`src/rtl/psum_acc_sequencer.sv`:
```
// Partial-sum accumulation sequencer.
// Walks every output pixel (onij) of a convolution and, for each, reads the
// len_kij partial sums from PMEM while the SFU accumulates, then flushes,
// waits out the read/ReLU latency and strobes the finished pixel.
module psum_acc_sequencer #(
  parameter int unsigned in_w       = 6,
  parameter int unsigned out_w      = 4,
  parameter int unsigned ksz        = 3,
  parameter int unsigned kij_stride = 36,
  parameter int unsigned base_addr  = 0
) (
  input  logic        clk,
  input  logic        reset,
  input  logic        start,
  output logic        CEN_pmem,
  output logic        WEN_pmem,
  output logic [10:0] A_pmem,
  output logic        acc,
  output logic        out_valid,
  output logic [3:0]  onij_idx,
  output logic        busy,
  output logic        done
);

  localparam int unsigned len_onij = out_w * out_w;
  localparam int unsigned len_kij  = ksz * ksz;
  localparam int unsigned kij_bits = (len_kij > 1) ? $clog2(len_kij) : 1;
  localparam int unsigned pos_bits = (out_w > 1) ? $clog2(out_w) : 1;
  localparam int unsigned k_bits   = (ksz > 1) ? $clog2(ksz) : 1;

  localparam logic [3:0]          last_onij = 4'(len_onij - 1);
  localparam logic [kij_bits-1:0] last_kij  = kij_bits'(len_kij - 1);
  localparam logic [pos_bits-1:0] last_pos  = pos_bits'(out_w - 1);
  localparam logic [k_bits-1:0]   last_k    = k_bits'(ksz - 1);

  typedef enum logic [2:0] {
    IDLE,
    READ,
    FLUSH,
    WAIT,
    EMIT,
    DONE
  } state_t;

  state_t              state, state_n;
  logic [3:0]          onij, onij_n;
  logic [pos_bits-1:0] r, r_n, c, c_n;
  logic [kij_bits-1:0] kij, kij_n;
  logic [k_bits-1:0]   ki, ki_n, kj, kj_n;
  logic                wait_cnt, wait_n;

  logic        cen_d, acc_d, ov_d, busy_d, done_d;
  logic [10:0] addr_d;
  logic [3:0]  idx_d;

  // State and position counters
  always_ff @(posedge clk or negedge reset) begin
    if (!reset) begin
      state    <= IDLE;
      onij     <= '0;
      r        <= '0;
      c        <= '0;
      kij      <= '0;
      ki       <= '0;
      kj       <= '0;
      wait_cnt <= 1'b0;
    end else begin
      state    <= state_n;
      onij     <= onij_n;
      r        <= r_n;
      c        <= c_n;
      kij      <= kij_n;
      ki       <= ki_n;
      kj       <= kj_n;
      wait_cnt <= wait_n;
    end
  end

  // Next-state and counter advance; row/column and ki/kj are kept as
  // separate counters so no divider is needed for non-power-of-two sizes
  always_comb begin
    state_n = state;
    onij_n  = onij;
    r_n     = r;
    c_n     = c;
    kij_n   = kij;
    ki_n    = ki;
    kj_n    = kj;
    wait_n  = wait_cnt;
    case (state)
      IDLE: begin
        if (start) begin
          state_n = READ;
          onij_n  = '0;
          r_n     = '0;
          c_n     = '0;
          kij_n   = '0;
          ki_n    = '0;
          kj_n    = '0;
        end
      end
      READ: begin
        if (kij == last_kij) begin
          state_n = FLUSH;
        end else begin
          kij_n = kij + kij_bits'(1);
          if (kj == last_k) begin
            kj_n = '0;
            ki_n = ki + k_bits'(1);
          end else begin
            kj_n = kj + k_bits'(1);
          end
        end
      end
      FLUSH: begin
        state_n = WAIT;
        wait_n  = 1'b0;
      end
      WAIT: begin
        if (wait_cnt) state_n = EMIT;
        else          wait_n  = 1'b1;
      end
      EMIT: begin
        if (onij == last_onij) begin
          state_n = DONE;
        end else begin
          state_n = READ;
          onij_n  = onij + 4'd1;
          kij_n   = '0;
          ki_n    = '0;
          kj_n    = '0;
          if (c == last_pos) begin
            c_n = '0;
            r_n = r + pos_bits'(1);
          end else begin
            c_n = c + pos_bits'(1);
          end
        end
      end
      DONE:    state_n = IDLE;
      default: state_n = IDLE;
    endcase
  end

  // Output decode from the upcoming state so the registered outputs line up
  // with the state they describe rather than lagging it by a cycle
  always_comb begin
    cen_d  = (state_n != READ);
    acc_d  = (state_n == READ);
    ov_d   = (state_n == EMIT);
    busy_d = (state_n == READ) || (state_n == FLUSH) ||
             (state_n == WAIT) || (state_n == EMIT);
    done_d = (state_n == DONE);
    idx_d  = (state_n == EMIT) ? onij_n : onij_idx;
    addr_d = A_pmem;
    if (state_n == READ) begin
      addr_d = 11'(base_addr)
             + 11'(kij_n) * 11'(kij_stride)
             + (11'(r_n) + 11'(ki_n)) * 11'(in_w)
             + 11'(c_n) + 11'(kj_n);
    end
  end

  // Registered instruction-field outputs
  always_ff @(posedge clk or negedge reset) begin
    if (!reset) begin
      CEN_pmem  <= 1'b1;
      WEN_pmem  <= 1'b1;
      A_pmem    <= '0;
      acc       <= 1'b0;
      out_valid <= 1'b0;
      onij_idx  <= '0;
      busy      <= 1'b0;
      done      <= 1'b0;
    end else begin
      CEN_pmem  <= cen_d;
      WEN_pmem  <= 1'b1;
      A_pmem    <= addr_d;
      acc       <= acc_d;
      out_valid <= ov_d;
      onij_idx  <= idx_d;
      busy      <= busy_d;
      done      <= done_d;
    end
  end

endmodule

```
`config.mk`:
```
export PLATFORM = sky130hd
export DESIGN_NAME = psum_acc_sequencer
export DESIGN_NICKNAME = d
export VERILOG_FILES = /design/src/rtl/psum_acc_sequencer.sv
export SDC_FILE = /design/constraint.sdc
export NUM_CORES = 1
export LEC_CHECK = 0
export ABC_AREA = 1
export ABC_CLOCK_PERIOD_IN_PS = 5790
export CORE_ASPECT_RATIO = 0.5
export CORE_MARGIN = 10
export CORE_UTILIZATION = 25
export DETAILED_ROUTE_END_ITERATION = 10
export HOLD_SLACK_MARGIN = 0.15
export PLACE_DENSITY = 0.4
export SETUP_SLACK_MARGIN = 0.15
export SYNTH_ARGS = -nofsm -noshare
export SYNTH_HDL_FRONTEND = slang
export SYNTH_SLANG_ARGS = --single-unit
```
`constraint.sdc`:
```
create_clock -name clk -period 5.79 [get_ports clk]
set_input_delay 1.158 -clock clk [delete_from_list [all_inputs] [get_ports clk]]
set_output_delay 1.158 -clock clk [all_outputs]
set_load 0.005 [all_outputs]
```
Word-level counts from Yosys, hierarchy flattened
Index checks and enable logic that the tools add are counted.

Register bits after elaboration: 40. Input port bits: 3. Output and inout bits: 21. Word-level logic and storage cells: 77.

Add/sub/neg operators: 10. $mul: 2. Eq/ne operators: 14. Multiplexer cells: 31. Reduce and logical (&&, ||, !) cells: 5.

Operators by type and width (count): 2-bit 2-to-1 mux (14); 11-bit by 2-bit adder with 11-bit output (2); 4-bit 2-to-1 mux (5); 3-bit case mux with 5 select lines (1); 3-bit by 2-bit equality test with 1-bit output, second input constant (4); 3-bit 2-to-1 mux (4); 2-bit case mux with 3 select lines (2); 4-bit case mux with 3 select lines (1); 10-bit by 6-bit adder with 11-bit output (1); 3-bit equality test, second input constant (3); 2-bit by 1-bit adder with 2-bit output, second input constant (4); 4-bit by 1-bit adder with 4-bit output, second input constant (2); 4-bit equality test, second input constant (2); 4-bit by 4-bit multiplier with 8-bit output, second input constant (1); 2-bit case mux with 2 select lines (2); 4-bit case mux with 2 select lines (1); 3-bit by 1-bit equality test with 1-bit output, second input constant (2); 3-bit by 2-bit multiplier with 5-bit output, second input constant (1); 2-bit equality test, second input constant (2); 2-bit by 2-bit adder with 3-bit output (1); 3-bit zero test (1); 1-bit logical OR (3); 3-bit by 1-bit inequality test with 1-bit output, second input constant (1); 1-bit case mux with 2 select lines (1); 2-bit nonzero test (1).

Logic depth before layout (Yosys ltp)
Gate-level depths: netlist of the first run.

Word-level depth: 9. Depth in mapped cells: 26. Gate-level depth less buffers: 26.

Worst setup path before layout of the first run
OpenSTA, ideal clock, no wires.

Path kind: input port to flip-flop. Start point: in start. End point: reg A_pmem[9]. Setup time: 0.117 ns. Arrival time: 4.362 ns. Data required time: 5.673 ns. Setup slack: 1.311 ns. Stages on the path: 22. Buffers on the path: 0. Cell sequence: inv_1 -> nand2_2 -> nand3_4 -> a21oi_1 -> a21oi_1 -> ha_1 -> inv_1 -> fa_1 -> inv_1 -> ha_1 -> inv_1 -> fa_1 -> xor2_1 -> ha_1 -> ha_1 -> a21oi_1 -> o21ai_0 -> o21a_1 -> nand3_1 -> nand2_1 -> nand3_1 -> nand2_1.

Longest elaborated chain between the ends: 7. Elaborated cells on any way between the ends: 19. Classes of those cells: add/sub (4); mul (2); eq/ne (1); mux (12).

Ends and longest elaborated chain: start, declared (line 14) `input logic start,`; 2-bit 2-to-1 mux (line 92) `if (start) begin`; 2-bit case mux with 3 select lines (line 90) `case (state)`; named net ki_n[0] (line 49) `logic [k_bits-1:0] ki, ki_n, kj, kj_n;`; 2-bit by 2-bit adder with 3-bit output (line 159) `+ (11'(r_n) + 11'(ki_n)) * 11'(in_w)`; 3-bit by 2-bit multiplier with 5-bit output (line 159); 10-bit by 6-bit adder with 11-bit output (line 159); 11-bit by 2-bit adder with 11-bit output (2 in a row) (line 160) `+ 11'(c_n) + 11'(kj_n);`; end signal, assigned (line 178) `A_pmem <= addr_d;`; end, declared (line 17) `output logic [10:0] A_pmem,`.

The timed path passes the listed nets, and every way through them passes these cells. A chain may end at the register's enable or synchronous reset.

Worst setup path in the final report of the first run
Start point: in start. End point: reg A_pmem[8].

Same word-level chain as after synthesis.

==> impl_results.md, run 1 <==
* Status: finished clean
* Vias/cell at 4.37
* Synth Area in XOR/XNOR at 0.0187
* Buffers on Ports at 22
* Adder-cell share of the synthesized area at 0.147
* Post-Synth Simple-Gate Area at 0.234
* DRT Pass-1 Iters at 4
* Clk buf depth at 2
* Clock Sinks at 40
* Post-route ant nets at 0
* Critical path arrival at 5.20 ns
* Skew final at 0.00388 ns
* GR Overflow Total at 0
* Largest family of logic cells by synthesized area: simple AND/OR/NAND/NOR gates
* DP Worst Slack at 0.494 ns
* Critical Path RT at 6.01 ns
* GP Congestion at 0.742
* Starting Density at 0.262
* Crit start category: primary input
* Root Buffer: clkbuf_16
* Hold slack at 0.469 ns
* Commonest non-fill, non-tap cell in the layout: nand2_1
* Final setup vio count at 0
* Final min period at 4.98 ns
* Core Footprint at 8920 um^2
* Final period utilization at 0.860
* Final worst slack at 0.810 ns
* Rel. slew slack at 0.369
* Top Metal Used: met4
* Tot GR Track Use at 0.0858
* WS Path Type: primary input to register
* Largest net degree at the start of global routing at 41
* Metal-1 WL at 2830 um
* Latest clock arrival within the worst-skew pair at 0.29 ns
* Setup crit end kind: register
* Area Growth Syn to Fin at 20.4%
* Avg WL per Cell at 13.0 um
* Slew @ Worst Pin at 0.947 ns
* CTS resizes at 0
* Num CTS Buffers at 5
* Synthesized Nets at 304
* Largest fanout on the critical path at 6
* Dominant synthesized flop cell: dfrtp_1
* Mean area per synthesized cell at 8.47 um^2
* Cells after Synth at 276
* Peak VDD IR at 0.000131 V
* Worst Hold Class: register to register
* Max Slew Vio Count at 0
* Routed wire length on met3 at 342 um
* Die Y-Extent at 88.4 um
* Setup bufs post-CTS at 0
* #FFs+latches synth at 40
* Mux cell area share after synthesis at 0
* Width of the die at 157 um
* Synth warn at 0
* Vias in the first global route at 1,924
* Worst-path clk slew at 0.06 ns
* Share of cells above drive strength 1 at 0.0627
* Post-synthesis cell type count at 30
* Setup_tns at 0 ns
* Hold Vio Cnt, Final at 0
* Htree depth at 2
* Initial antenna violation count at 0
* Max Cap Violations at 0
* Cts hold-fix bufs at 0
* Metal2 WL at 2190 um
* # diodes at 0
* Seq/Total Area, Yosys at 0.429
* FP Rows at 24
* Fmax at 201 MHz
* Number of fill cells at 949
* Most frequent cells in the layout: 76 x nand2_1, 39 x dfrtp_1, 37 x inv_1
* Mapped cell area at 2340 um^2
* CTS tree: yes
* Die Area at 13,900 um^2
* Initial DRC count at 82
* Vias at 1,836
* Compound-cell area share of the yosys netlist at 0.0915
* Unrepaired setup endpoints after global routing: false
* Async SR Flop Fraction at 1.00
* Hpwl dp at 4140 um
* Post-synth EDFFs at 0
* Io pins at 24
* Post-route DRC at 0
* Routed WL at 5450 um
* Final nets at 330
* First-pass GRT wire length at 9390 um
* Power density of the placed cells at 537 nW/um^2
* LEAKAGE at 1.38 nW
-- cells in the mapped netlist, types with 4 or more instances --
library cell,number,share of area
nand4_1,6,0.016
nor2_1,13,0.021
fa_1,4,0.034
nor3_1,4,0.0086
nand2_1,76,0.12
dfrtp_1,39,0.42
ha_1,21,0.11
inv_1,37,0.059
nand3_1,17,0.036
o21ai_1,9,0.019
o21ai_0,12,0.026
a21oi_1,8,0.017
-- final timing paths --
path                       slack, ns  depth (start not counted)               endpoint                  start
min                             0.47                          2  A_pmem[1]$_DFFE_PN0P_  A_pmem[1]$_DFFE_PN0P_
max in group asynchronous       4.18                          1      onij[0]$_DFF_PN0_                  reset
min reg2reg                     0.47                          2  A_pmem[1]$_DFFE_PN0P_  A_pmem[1]$_DFFE_PN0P_
max reg2reg                     1.22                         26  A_pmem[8]$_DFFE_PN0P_       kij[0]$_DFF_PN0_
min in group asynchronous       1.02                          1  A_pmem[4]$_DFFE_PN0P_                  reset
max                             0.81                         23  A_pmem[8]$_DFFE_PN0P_                  start
-- where the power goes --
group | switching (mW) | internal, mW
Combinational | 0.471 | 0.311
Clock | 0.112 | 0.172
Sequential | 0.0623 | 0.382
Total | 0.645 | 0.866
-- layout make-up --
type,count,area (um^2),area share
Inverter,40,153,0.0542
Clock buffer,8,146,0.0520
Multi-Input combinational cell,193,1150,0.409
Tap cell,117,146,0.0520
Timing Repair Buffer,22,215,0.0764
Sequential cell,40,1000,0.356
-- registers in the layout, summed over array words and instances, names as in the netlist --
signal     flops
done           1
onij           4
ki             2
A_pmem        11
r              2
c              2
CEN_pmem       1
acc            1
kij            4
out_valid      1
state          3
wait_cnt       1
onij_idx       4
busy           1
kj             2
-- per-layer routing --
layer	global-route usage	up-vias
li1	-	945
met1	0.112	847
met4	0.0366	0
met2	0.128	37
met5	0	-
met3	0.0291	7
-- logic make-up after synthesis --
group	after synthesis
xor gates and xnor gates	5
DFF	40
and+or+nand+nor	124
buffers and inverters	43
other	1
AOI/OAI and AO/OA	38
adders and majority gates	25
-- worst max-delay path, stage by stage --
cell	delay (ns)
clkdlybuf4s50_1	0.45
inv_1	0.06
nand2_2	0.10
nand3_4	0.12
a21oi_1	0.20
a21oi_1	0.08
ha_1	0.18
inv_1	0.06
fa_1	0.45
inv_1	0.11
ha_1	0.14
inv_1	0.04
fa_1	0.47
inv_1	0.04
ha_1	0.26
ha_1	0.35
a21oi_1	0.18
o21ai_0	0.13
o21ai_0	0.22
nand2_1	0.11
nand2_1	0.10
nand4_1	0.08
nand3_1	0.10
-- through the flow --
stage                     cell area [um^2]  total power, mW  std cells   util
after floorplan                       2340            0.995        276      -
after detailed placement              2670             1.24        412  0.299
after global routing                  2820             1.67        420  0.316
after CTS                             2820             1.54        420  0.316
after global placement                2670             1.24        412  0.299
final                                 2820             1.51        420  0.316
No activity file was read; power rests on OpenSTA's default activity.
==> inputs of run 2 (changes only) <==
CORE_ASPECT_RATIO = 0.9   (was 0.5)
==> run 2 against run 1 <==
  * Sequential share of layout area up 0.81 points
  * Global-route usage down 0.42 points
  * Via count down 0.82%
  * Flip-flop and latch count unchanged
  * Setup slack worse by 0.064 ns
  * Critical path type unchanged
  * Largest cell class unchanged
==> impl_results.md, run 2 (synthesis results as in run 1) <==
* Status: finished clean
* Rel. slew slack at 0.366 (-0.00281)
* Vias at 1,821 (-0.82%)
* Commonest non-fill, non-tap cell in the layout: nand2_1
* DRT Pass-1 Iters at 4 (unchanged)
* Slowest CP cell: fa_1
* Avg WL per Cell at 12.3 um (-5.3%)
* CTS tree: yes
* Power density of the placed cells at 506 nW/um^2 (-5.7%)
* Vias in the first global route at 1,896 (-1.5%)
* GR Overflow Total at 0 (unchanged)
* Final worst slack at 0.746 ns (-0.0644 ns)
* Critical Path RT at 6.02 ns (about the same)
* Core Footprint at 9130 um^2 (+2.3%)
* Unrepaired setup endpoints after global routing: false
* Buffers on Ports at 22 (unchanged)
* Clock Sinks at 40 (unchanged)
* Crit path largest cell delay at 0.47 ns (about the same)
* Largest net degree at the start of global routing at 41 (unchanged)
* Htree depth at 2 (unchanged)
* Final nets at 330 (unchanged)
* Die Y-Extent at 112 um (+26%)
* Post-route ant nets at 0 (unchanged)
* Slew @ Worst Pin at 0.951 ns (+0.00422 ns)
* Width of the die at 122 um (-22%)
* Power Total at 1.39 mW (-7.8%)
* Initial DRC count at 71 (-13%)
* Io pins at 24 (unchanged)
* Critical path arrival at 5.27 ns (+0.07 ns)
* CTS resizes at 0 (unchanged)
* Largest Register: A_pmem
* Setup bufs post-CTS at 0 (unchanged)
* # diodes at 0 (unchanged)
* Most frequent cells in the layout: 76 x nand2_1, 39 x dfrtp_1, 37 x inv_1
* Hpwl dp at 3920 um (-5.3%)
* Fmax at 198 MHz (-1.3%)
* LEAKAGE at 1.35 nW (-2.2%)
* Clk buf depth at 2 (unchanged)
* Max Cap Violations at 0 (unchanged)
* Final setup vio count at 0 (unchanged)
* Initial antenna violation count at 0 (unchanged)
* Largest register FFs at 11 (unchanged)
* Worst Hold Class: register to register
* Cts hold-fix bufs at 0 (unchanged)
* Peak VDD IR at 0.000140 V (+6.9%)
* Setup_tns at 0 ns (unchanged)
* WS Path Type: primary input to register
* Tot GR Track Use at 0.0816 (-0.00419)
* Num CTS Buffers at 5 (unchanged)
* GP Congestion at 0.779 (+5.0%)
* Die Area at 13,600 um^2 (-1.7%)
* Latest clock arrival within the worst-skew pair at 0.29 ns (about the same)
* First-pass GRT wire length at 9090 um (-3.2%)
* Setup crit end kind: register
* Worst path most repeated cell: inv_1
* CP Cell Sequence: clkdlybuf4s50_1 -> inv_1 -> nand2_2 -> nand3_4 -> a21oi_1 -> a21oi_1 -> ha_1 -> inv_1 -> fa_1 -> inv_1 -> ha_1 -> inv_1 -> fa_1 -> inv_1 -> ha_1 -> ha_1 -> a21oi_1 -> o21ai_0 -> o21ai_0 -> nand2_1 -> nand2_1 -> nand4_1 -> nand3_1
* Vias/cell at 4.29 (-1.8%)
* Final period utilization at 0.871 (+0.0111)
* Root Buffer: clkbuf_8
* Skew final at 0.0116 ns (+0.00767 ns)
* DP Worst Slack at 0.442 ns (-0.0526 ns)
* Max Slew Vio Count at 0 (unchanged)
* FP Rows at 33 (+38%)
* Area Growth Syn to Fin at 17.8%
* Post-route DRC at 0 (unchanged)
* Hold Vio Cnt, Final at 0 (unchanged)
* Crit start category: primary input
* Routed WL at 5210 um (-4.4%)
* Final min period at 5.04 ns (+0.0644 ns)
* Share of cells above drive strength 1 at 0.0629 (+0.000208)
* Worst-path clk slew at 0.08 ns (+0.02 ns)
* Starting Density at 0.256 (-0.00593)
* Largest fanout on the critical path at 6 (unchanged)
-- run 2: layout make-up --
type	instances	area, um^2
repair buffers	22	215
inverters	40	153
well taps	122	153
clock buffers	6	72.6
fillers	970	6370
flip-flops and latches	40	1000
multi-input cells	193	1150
clock inverters	1	5.00
-- run 2: path summary, 6_finish.rpt --
| check | endpoint | startpoint | cells past startpoint | slack [ns] |
|---|---|---|---|---|
| worst min-delay path | onij_idx[1]$_DFFE_PN0P_ | onij_idx[1]$_DFFE_PN0P_ | 2 | 0.48 |
| worst max-delay path | A_pmem[8]$_DFFE_PN0P_ | start | 23 | 0.75 |
| max in group asynchronous | r[1]$_DFF_PN0_ | reset | 1 | 4.19 |
| min in group asynchronous | onij_idx[3]$_DFFE_PN0P_ | reset | 1 | 1.01 |
| worst max register to register | A_pmem[8]$_DFFE_PN0P_ | kij[0]$_DFF_PN0_ | 26 | 1.14 |
| worst min register to register | onij_idx[1]$_DFFE_PN0P_ | onij_idx[1]$_DFFE_PN0P_ | 2 | 0.48 |
-- run 2: critical path: cells and delay by family --
family,cells,cell delay (ns)
adder cells (fa/ha/maj),6,1.87
AO/OA/AOI/OAI,5,0.86
AND/OR/NAND/NOR,6,0.63
buffers and inverters,6,0.77
-- run 2: routing by layer --
layer | track usage | wire length [um]
met1 | 0.106 | 2630
met2 | 0.128 | 2350
met5 | 0 | 0
met3 | 0.0182 | 147
met4 | 0.0310 | 85
-- run 2: metrics by stage --
stage / instance area [um^2] / utilization / hold slack, ns / std cells
after floorplan: 2340 / - / 0.456 / 276
after global placement: 2680 / 0.293 / 0.464 / 417
after detailed placement: 2680 / 0.293 / 0.464 / 417
after CTS: 2750 / 0.302 / 0.485 / 424
after global routing: 2750 / 0.302 / 0.503 / 424
final: 2750 / 0.302 / 0.480 / 424
-- run 2: report_power, final --
group / internal, mW / total, mW / switching, mW
logic: 0.311 / 0.766 / 0.455
registers: 0.382 / 0.445 / 0.0630
clock network: 0.0822 / 0.183 / 0.101
